`config.mk`:
```
export PLATFORM = sky130hd
export DESIGN_NAME = input_conditioner
export DESIGN_NICKNAME = d
export VERILOG_FILES = /design/src/rtl/io_circuits_pkg.sv /design/src/rtl/debounce_channel.sv /design/src/rtl/input_conditioner.sv
export SDC_FILE = /design/constraint.sdc
export NUM_CORES = 1
export LEC_CHECK = 0
export CAP_MARGIN = 10
export CELL_PAD_IN_SITES_DETAIL_PLACEMENT = 0
export CELL_PAD_IN_SITES_GLOBAL_PLACEMENT = 2
export CORE_MARGIN = 1.5
export CORE_UTILIZATION = 36
export DETAILED_ROUTE_END_ITERATION = 16
export GPL_TIMING_DRIVEN = 0
export PLACE_DENSITY = 0.82
export SYNTH_ARGS = -nofsm -noshare
export SYNTH_HDL_FRONTEND = slang
export SYNTH_SLANG_ARGS = --single-unit
```
`constraint.sdc`:
```
create_clock -name clk -period 2.92 [get_ports clk]
set_input_delay 0.584 -clock clk [delete_from_list [all_inputs] [get_ports clk]]
set_output_delay 0.584 -clock clk [all_outputs]
set_load 0.01 [all_outputs]
```
`src/rtl/io_circuits_pkg.sv`:
```
// Shared constants and width helpers for the I/O conditioning blocks.
package io_circuits_pkg;

  localparam int unsigned SAMPLE_CNT_MAX_DEFAULT = 62500;  // 0.5 ms tick at 125 MHz
  localparam int unsigned PULSE_CNT_MAX_DEFAULT  = 200;
  localparam int unsigned SYNC_STAGES_MIN        = 2;

  function automatic int unsigned clog2(input int unsigned value);
    int unsigned result;
    int unsigned rem;
    result = 0;
    rem    = (value > 0) ? value - 1 : 0;
    while (rem > 0) begin
      result = result + 1;
      rem    = rem >> 1;
    end
    return result;
  endfunction

  // A counter over a single state still needs one physical bit.
  function automatic int unsigned cnt_width(input int unsigned value);
    return (clog2(value) > 0) ? clog2(value) : 1;
  endfunction

endpackage

```
`src/rtl/debounce_channel.sv`:
```
// One debounce channel: saturating sample counter, registered level and edge pulses.
// The fall output exists only when INPUT_CONDITIONER_FALL_EN is defined.
module debounce_channel
  import io_circuits_pkg::*;
#(
  parameter int unsigned PULSE_CNT_MAX = PULSE_CNT_MAX_DEFAULT
) (
  input  logic clk,
  input  logic rst,
  input  logic tick,
  input  logic sync_in,
  output logic level,
  output logic rise
`ifdef INPUT_CONDITIONER_FALL_EN
  ,
  output logic fall
`endif
);

  localparam int unsigned CW = cnt_width(PULSE_CNT_MAX + 1);
  localparam logic [CW-1:0] CNT_MAX = CW'(PULSE_CNT_MAX);

  logic [CW-1:0] cnt;
  logic          level_d;

  // Any low sample restarts the count immediately, independent of the tick.
  always_ff @(posedge clk) begin
    if (rst) begin
      cnt     <= '0;
      level_d <= 1'b0;
    end else begin
      level_d <= level;
      if (!sync_in)
        cnt <= '0;
      else if (tick && (cnt < CNT_MAX))
        cnt <= cnt + 1'b1;
    end
  end

  assign level = (cnt == CNT_MAX);
  assign rise  = level & ~level_d;
`ifdef INPUT_CONDITIONER_FALL_EN
  assign fall  = ~level & level_d;
`endif

endmodule

```
`src/rtl/input_conditioner.sv`:
```
// Multi-channel synchronizer + debouncer with a shared sample timer.
// Optional fall pulses are compiled in with INPUT_CONDITIONER_FALL_EN.
module input_conditioner
  import io_circuits_pkg::*;
#(
  parameter int unsigned WIDTH          = 1,
  parameter int unsigned SYNC_STAGES    = SYNC_STAGES_MIN,
  parameter int unsigned SAMPLE_CNT_MAX = SAMPLE_CNT_MAX_DEFAULT,
  parameter int unsigned PULSE_CNT_MAX  = PULSE_CNT_MAX_DEFAULT
) (
  input  logic             clk,
  input  logic             rst,
  input  logic [WIDTH-1:0] async_in,
  output logic [WIDTH-1:0] sync_out,
  output logic [WIDTH-1:0] level,
  output logic [WIDTH-1:0] rise
`ifdef INPUT_CONDITIONER_FALL_EN
  ,
  output logic [WIDTH-1:0] fall
`endif
);

  localparam int unsigned TW = cnt_width(SAMPLE_CNT_MAX);
  localparam logic [TW-1:0] TIMER_LAST = TW'(SAMPLE_CNT_MAX - 1);

  logic [WIDTH-1:0][SYNC_STAGES-1:0] chain;
  logic [TW-1:0]                     timer;
  logic                              tick;

  always_ff @(posedge clk) begin
    if (rst) begin
      chain <= '0;
    end else begin
      for (int unsigned i = 0; i < WIDTH; i++)
        chain[i] <= {chain[i][SYNC_STAGES-2:0], async_in[i]};
    end
  end

  always_comb begin
    sync_out = '0;
    for (int unsigned i = 0; i < WIDTH; i++)
      sync_out[i] = chain[i][SYNC_STAGES-1];
  end

  always_ff @(posedge clk) begin
    if (rst)
      timer <= '0;
    else if (tick)
      timer <= '0;
    else
      timer <= timer + 1'b1;
  end

  assign tick = (timer == TIMER_LAST);

  for (genvar g = 0; g < WIDTH; g++) begin : g_ch
    debounce_channel #(
      .PULSE_CNT_MAX(PULSE_CNT_MAX)
    ) u_ch (
      .clk     (clk),
      .rst     (rst),
      .tick    (tick),
      .sync_in (sync_out[g]),
      .level   (level[g]),
      .rise    (rise[g])
`ifdef INPUT_CONDITIONER_FALL_EN
      ,
      .fall    (fall[g])
`endif
    );
  end

endmodule

```
**Word level (Yosys, flattened, before mapping)**

Cells that the tools add are included.

- Register bits after elaboration: 27
- Input port bits: 3
- Output and inout port bits: 3
- Logic and storage cells: 15

- Add/sub/neg operators: 2
- $lt $le $gt $ge: 1
- Equality and inequality tests: 2
- Bitwise gates (word level): 3
- Reductions and logical operators: 3

Operator list:

| kind | number |
|---|---|
| $add A16 B1 Y16 const B | 1 |
| $eq A16 B16 Y1 const B | 1 |
| $add A8 B1 Y8 const B | 1 |
| $eq A8 B8 Y1 const B | 1 |
| $lt A8 B8 Y1 const B | 1 |
| $reduce_or A2 Y1 | 2 |
| $not A1 Y1 | 2 |
| $and A1 B1 Y1 | 1 |
| $logic_and A1 B1 Y1 | 1 |

**Longest topological paths before layout**

Gate-level depths: netlist (run 1).

- Depth in word-level cells: 2
- Depth in mapped cells: 7
- Depth with buffers taken out: 5

**Modules after synthesis**

Synthesis (run 1) repeated with hierarchy kept, for this count alone.

- Cells, all modules: 140
- Area total of the unflattened synthesis: 1262.5 um^2

By module, submodules not included:

| module | instances | cells an instance | area an instance (um^2) | seq. area each (um^2) |
|---|---|---|---|---|
| input_conditioner | 1 | 85 | 789.5 | 360.3 |
| debounce_channel | 1 | 55 | 473.0 | 180.2 |

**Worst setup path before layout (run 1)**

Ideal clock, no wire load.

- Path type: flip-flop to flip-flop
- Start: register timer[5]
- End: register g_ch[0].u_ch.cnt[2]
- Library setup time: 0.070 ns
- Data arrival time: 2.056 ns
- Required time: 2.850 ns
- Setup slack: 0.794 ns
- Stages on the path, launching flop included: 6
- Buffers on the path: 1
- Period minus slack after synthesis: 2.126 ns
- Path through: dfxtp_1 -> or4b_4 -> or4_4 -> buf_6 -> or4_1 -> a21oi_1

- Longest elaborated chain between the ends: 2

RTL lines:

| item | RTL line | RTL |
|---|---|---|
| from (decl) | input_conditioner.sv:27 | `logic [TW-1:0] timer;` |
| from (signal assigned) | input_conditioner.sv:51 | `timer <= timer + 1'b1;` |
| $eq A16 B16 Y1 | input_conditioner.sv:54 | `assign tick = (timer == TIMER_LAST);` |
| $logic_and A1 B1 Y1 | debounce_channel.sv:35 | `else if (tick && (cnt < CNT_MAX))` |
| to (signal assigned) | debounce_channel.sv:36 | `cnt <= cnt + 1'b1;` |
| to (decl) | debounce_channel.sv:23 | `logic [CW-1:0] cnt;` |

Every way passes these cells.
A chain may end at the register's enable or synchronous reset.

**Final worst setup path (run 1)**

- Start: register g_ch[0].u_ch.cnt[0]
- End: output rise

- Longest elaborated chain between the ends: 2

RTL lines:

| item | RTL line | RTL |
|---|---|---|
| $eq A8 B8 Y1 | debounce_channel.sv:40 | `assign level = (cnt == CNT_MAX);` |
| $and A1 B1 Y1 | debounce_channel.sv:41 | `assign rise = level & ~level_d;` |
| to (decl) | input_conditioner.sv:16 | `output logic [WIDTH-1:0] rise` |

Every way passes these cells.

==> results of run 1 <==
## flip-flops by register name, summed over array words and instances (netlist names)
name               flops
g_ch.u_ch.cnt          8
chain                  2
g_ch.u_ch.level_d      1
timer                 16
## cells in the final DEF (no fill, tap or decap), drive strengths merged
master and n:
and3 2, nand4 8, o21ai 3, nor4 6, and4 1, o31ai 4
xor2 4, buf 3, clkbuf 5, nor2 21, nor2b 2, or3 2
nand2 5, and2 1, or2 1, or4b 1, nand2b 2, or4 7
xnor2 10, nor3 3, ha 4, nand3 10, dfxtp 27, nand3b 2
inv 7, clkdlybuf4s50 5, a21oi 8
## metrics by stage
stage | hold WS [ns] | util (%)
CTS | 0.4592 | 41.77
floorplan | 0.4138 | -
finish | 0.4576 | 41.77
global route | 0.4783 | 41.77
detailed placement | 0.4390 | 40.98
global placement | 0.4197 | 40.98
## power by group through the flow
stage	Sequential [µW]	Clock, µW	Combinational, µW
after floorplan	386	0	12.9
after global placement	386	0	20.7
after detailed placement	387	0	20.4
after CTS	379	174	20.5
after global routing	380	196	23.1
final	379	161	20.2
## metal layers
| layer | part of all wire, % | up-vias | routed length, µm | GRT usage (%) |
|---|---|---|---|---|
| li1 | - | 535 | - | - |
| met2 | 52 | 8 | 1232 | 24.18 |
| met4 | 0.92 | 0 | 22 | 6.111 |
| met3 | 1.8 | 2 | 42 | 2.174 |
| met1 | 46 | 506 | 1084 | 16.46 |
| met5 | 0 | - | 0 | 0 |
## worst register-to-register path, stage by stage, from the launching register on
cell      delay [ns]
dfxtp_1         0.46
or4b_4          0.50
or4_1           0.53
nand2b_1        0.08
clkbuf_1        0.26
buf_2           0.28
nor2_1          0.07
## kinds of logic (layout without fill, tap and decap cells)
family	after synthesis	in the layout	synth area share, %
flip-flops	27	27	42.90
buffers and inverters	11	20	3.972
AO/OA/AOI/OAI	15	15	6.753
XOR/XNOR	14	14	9.731
AND/OR/NAND/NOR	74	74	32.67
adder cells (fa/ha/maj)	4	4	3.972
## cells in the mapped netlist, types with 3 or more instances
library cell / number / area [µm²]
a21oi_1: 8 / 40.04
dfxtp_1: 27 / 540.5
ha_1: 4 / 50.05
inv_1: 7 / 26.28
nand2_1: 5 / 18.77
nand3_1: 10 / 50.05
nand4_1: 8 / 50.05
nor2_1: 21 / 78.83
nor3_1: 3 / 15.01
nor4_1: 6 / 37.54
o21ai_0: 3 / 15.01
o31ai_1: 4 / 30.03
or4_1: 5 / 37.54
xnor2_1: 10 / 87.58
xor2_1: 4 / 35.03
## final timing paths
kind	to	depth (start not counted)	slack [ns]
worst max-delay path	rise	6	0.22
worst min-delay path	g_ch[0].u_ch.cnt[7]	2	0.46
worst max register to register	timer[7]	6	0.65
worst min register to register	g_ch[0].u_ch.cnt[7]	2	0.46
## final cells by class
class                   instances  area [µm²]
fillers                       349        1943
multi-input cells             107       669.4
flip-flops and latches         27       540.5
well taps                      46       57.56
repair buffers                  5       50.05
clock buffers                   4       26.28
inverters                       7       26.28
plain buffers                   4       23.77
==> impl_metrics.yaml, run 1 <==
global_route:
  globalRoute.totalOverflow: 0
  antenna_found_initial: 0
  grt_pass1_vias: 1031
  track_usage_pct: 13.73
  grt_max_degree: 15
  grt_first_pass_wirelength_um: 4319
floorplanning:
  design.die.area_mm2: 0.003864
  die_y_um: 62.16
  rows: 21
  core_area_mm2: 0.003337
  fp.dieW_um: 62.16
  io_pins: 6
  start_util_pct: 37.76
power_and_ir_drop:
  power_frac_comb_pct: 3.6
  ir_drop_mv: 0.1612
  p_clk_share_pct: 28.8
  switchingPower_uw: 123.6
  total_power_uw: 559.9
  switching_share_pct: 22.07
  p_int_uw: 436.3
  power_density_mw_per_mm2: 401.7
  seqPwrFrac_pct: 67.6
  p_leak_uw: 0.0004311
worst_setup_path:
  crit_buf_inv: 2
  critical_path_class: "flip-flop to output pin"
  critPathTopFamily: "simple AND/OR/NAND/NOR gates"
  critPathLaunchType: "flip-flop"
  cp.required_ns: 2.34
  r2r-start: "timer[5]"
  arrival_ns: 2.11
  crit_path_end_kind: "output pin"
  crit_start: "g_ch[0].u_ch.cnt[0]"
  cp_slowest_cell: "clkdlybuf4s50_1"
  worstPathMaxFanout: 5
  slowest_delay_ns: 0.54
  crit_chain: "inv_1 -> ha_1 -> nand3b_1 -> or4_1 -> nor2_1 -> clkdlybuf4s50_1"
yosys:
  synth_edf_count: 0
  synthesis.nets: 152
  ys_seq_area_share_pct: 42.90
  postSynthCellCount: 145
  ys.flop_type: "dfxtp_1"
  synth_area_mm2: 0.001260
  synthArstFlopShare_pct: 0
  ys_types: 29
  yosysWarnings: 0
  avgSynthCellArea_um2: 8.689
  synth.ff_latch_count: 27
timing:
  post-route-worst-setup-slack_ns: 0.2215
  setup_viol: 0
  fmax_ghz: 0.3706
  period_needed_ns: 2.698
  relSlewSlack_pct: 63.62
  finClkSkew_ns: 0.005878
  timing.final.crit_share_pct: 92.41
  rsz0062_at_grt: "false"
  tightest_slew_ns: 0.5407
  finalSetupTns_ns: 0
  slew_violations: 0
  hold_viol: 0
clocking:
  htreeDepth: 1
  postCtsSetupBuffers: 0
  insertion_delay_ns: 0.32
  cts.repair.resized: 0
  clockBufferDepth: 2
  cts_root_buf: "clkbuf_4"
  clk_pin_slew_ns: 0.14
  cts_buffers: 3
  numClockSinks: 27
  postCtsHoldBufs: 0
  cts_tree: "done"
place:
  placed_area_mm2: 0.001368
  io_buffers: 5
  dp_hpwl_um: 1794
  gp_congestion: 0.7592
  post-place-cells: 196
  dp_slack_ns: 0.5754
job:
  drv_cap: 0
final_layout:
  nets: 162
  area_delta_synth_final_pct: 10.63
  final_cells: 200
  fin_area_mm2: 0.001394
  drive_gt1_share_pct: 6.494
  n_antenna_cell: 0
routing:
  wirelength_um: 2382
  drt-wirelength-per-cell_um: 11.91
  dr.pass1.iters: 4
  drt_iter0_drc: 33
  via_per_inst: 5.255
  route.vias.total: 1051
  ant_nets: 0
  remaining_drc_errors: 0
worst_hold_path:
  hold_path.startpoint: "g_ch[0].u_ch.cnt[7]"
  hp-class: "flip-flop to flip-flop"
run_status:
  outcome: "finished, final reports clean"
(Power assumes the default switching activity.)
==> run 2: changes to the inputs <==
CORE_MARGIN = not set   (was 1.5)
==> run 2 against run 1 <==
Compared with the run above:
- flip-flop and latch count stayed put
- clock skew is 0.0029 ns lower
- largest cell class unchanged
- combinational power hardly changed
- highest routed layer unchanged
==> impl_metrics.yaml, run 2 (synthesis results as in run 1) <==
run_status:
  outcome: "finished, final reports clean"
final_layout:
  regArea_um2: 540.5
  reg_top3: "timer (16), g_ch.u_ch.cnt (8), chain (2)"
  final_cells: 200
  top_register: "timer"
  largest_register_ffs: 16
  drive_gt1_share_pct: 7.143
  multi_input_area_um2: 669.4
  nets: 162
  final_common_cell: "dfxtp_1"
  fin_area_mm2: 0.001395
  final_core_util_pct: 41.81
  fillers: 377
  n_antenna_cell: 0
  area_delta_synth_final_pct: 10.73
  layout_common_cells: "dfxtp_1, nor2_1, nand3_1, xnor2_1"
clocking:
  cts_buffers: 3
  cts_root_buf: "clkbuf_4"
  cts_tree: "done"
  clockBufferDepth: 2
  numClockSinks: 27
  postCtsSetupBuffers: 0
  cts.repair.resized: 0
  insertion_delay_ns: 0.33
  htreeDepth: 1
  postCtsHoldBufs: 0
  clk_pin_slew_ns: 0.14
timing:
  relSlewSlack_pct: 65.63
  post-route-worst-setup-slack_ns: 0.1935
  tightest_slew_ns: 0.5108
  hold_viol: 0
  timing.final.crit_share_pct: 93.37
  setup_viol: 0
  fmax_ghz: 0.3668
  finalSetupTns_ns: 0
  slew_violations: 0
  period_needed_ns: 2.726
  finClkSkew_ns: 0.003014
  rsz0062_at_grt: "false"
worst_setup_path:
  critPathLaunchType: "flip-flop"
  rrSetupSlack_ns: 0.66
  cp.required_ns: 2.34
  worstPathMaxFanout: 5
  crit_path_end_kind: "output pin"
  arrival_ns: 2.14
  r2r-end: "timer[12]"
  crit_start: "g_ch[0].u_ch.cnt[0]"
  crit_path_end: "rise"
  r2r-start: "timer[5]"
  r2r_cells: 6
  critical_path_class: "flip-flop to output pin"
floorplanning:
  io_pins: 6
  core_area_mm2: 0.003337
  rows: 21
  start_util_pct: 37.76
  die_y_um: 61.16
  design.die.area_mm2: 0.003741
  fp.dieW_um: 61.16
routing:
  remaining_drc_errors: 0
  wirelength_um: 2454
  via_per_inst: 5.145
  route.vias.total: 1029
  ant_nets: 0
  dr.pass1.iters: 4
  drt_iter0_drc: 42
  drt-wirelength-per-cell_um: 12.27
power_and_ir_drop:
  ir_drop_mv: 0.1688
  power_density_mw_per_mm2: 404.4
  p_leak_uw: 0.0004339
job:
  drv_cap: 0
global_route:
  globalRoute.totalOverflow: 0
  antenna_found_initial: 0
  grt_max_degree: 16
  grt_first_pass_wirelength_um: 4353
  grt_pass1_vias: 1029
  track_usage_pct: 15.89
place:
  dp_slack_ns: 0.5543
  dp_hpwl_um: 1827
  io_buffers: 5
  placed_area_mm2: 0.001368
  gp_congestion: 0.7706
  post-place-cells: 196
worst_hold_path:
  hp-class: "flip-flop to flip-flop"
## run 2: worst max-delay path: stages (launching register included)
cell and delay (ns):
dfxtp_1 0.37, inv_1 0.09, ha_1 0.15, nand3b_1 0.07
or4_1 0.48, nor2_1 0.11, clkdlybuf4s50_1 0.54
## run 2: metrics by stage
stage               power, µW  hold slack (ns)
global placement        407.2           0.4199
CTS                     573.6           0.4615
floorplan               398.6           0.4138
global route            591.6           0.4801
detailed placement      407.8           0.4341
finish                  564.1           0.4579
## run 2: worst min path at each step
stage / from / end / slack [ns] / cells past startpoint
2_1_floorplan: chain[0] / chain[1] / 0.41 / 1
3_3_place_gp: chain[0] / chain[1] / 0.42 / 1
3_5_place_dp: chain[0] / chain[1] / 0.43 / 1
4_1_cts: g_ch[0].u_ch.cnt[7] / g_ch[0].u_ch.cnt[7] / 0.46 / 2
5_1_grt: g_ch[0].u_ch.cnt[7] / g_ch[0].u_ch.cnt[7] / 0.48 / 2
6_report: chain[0] / chain[1] / 0.46 / 1
## run 2: layout make-up
type | count | share of cell area [%]
clock buffers | 3 | 1.614
flip-flops and latches | 27 | 38.74
repair buffers | 5 | 3.587
multi-input cells | 107 | 47.98
inverters | 7 | 1.883
plain buffers | 4 | 1.704
clock inverters | 1 | 0.3587
well taps | 46 | 4.126
## run 2: report_power, final
group / internal (µW) / switching (µW)
Sequential: 373 / 5.33
Clock: 51.5 / 113
Combinational: 9.66 / 10.8
Total: 435 / 130
## run 2: routing by layer
layer	GRT usage [%]	share of wire, %
met1	17.44	46
met2	28.88	50
met3	2.731	1.7
met4	8.766	2.4
met5	0	0
==> run 3: changes to the inputs <==
CTS_BUF_LIST = sky130_fd_sc_hd__clkbuf_4 sky130_fd_sc_hd__clkbuf_8 sky130_fd_sc_hd__clkbuf_16   (was not set)
==> results of run 3 <==
Final layout, timing and power as in run 2 (identical DEF).
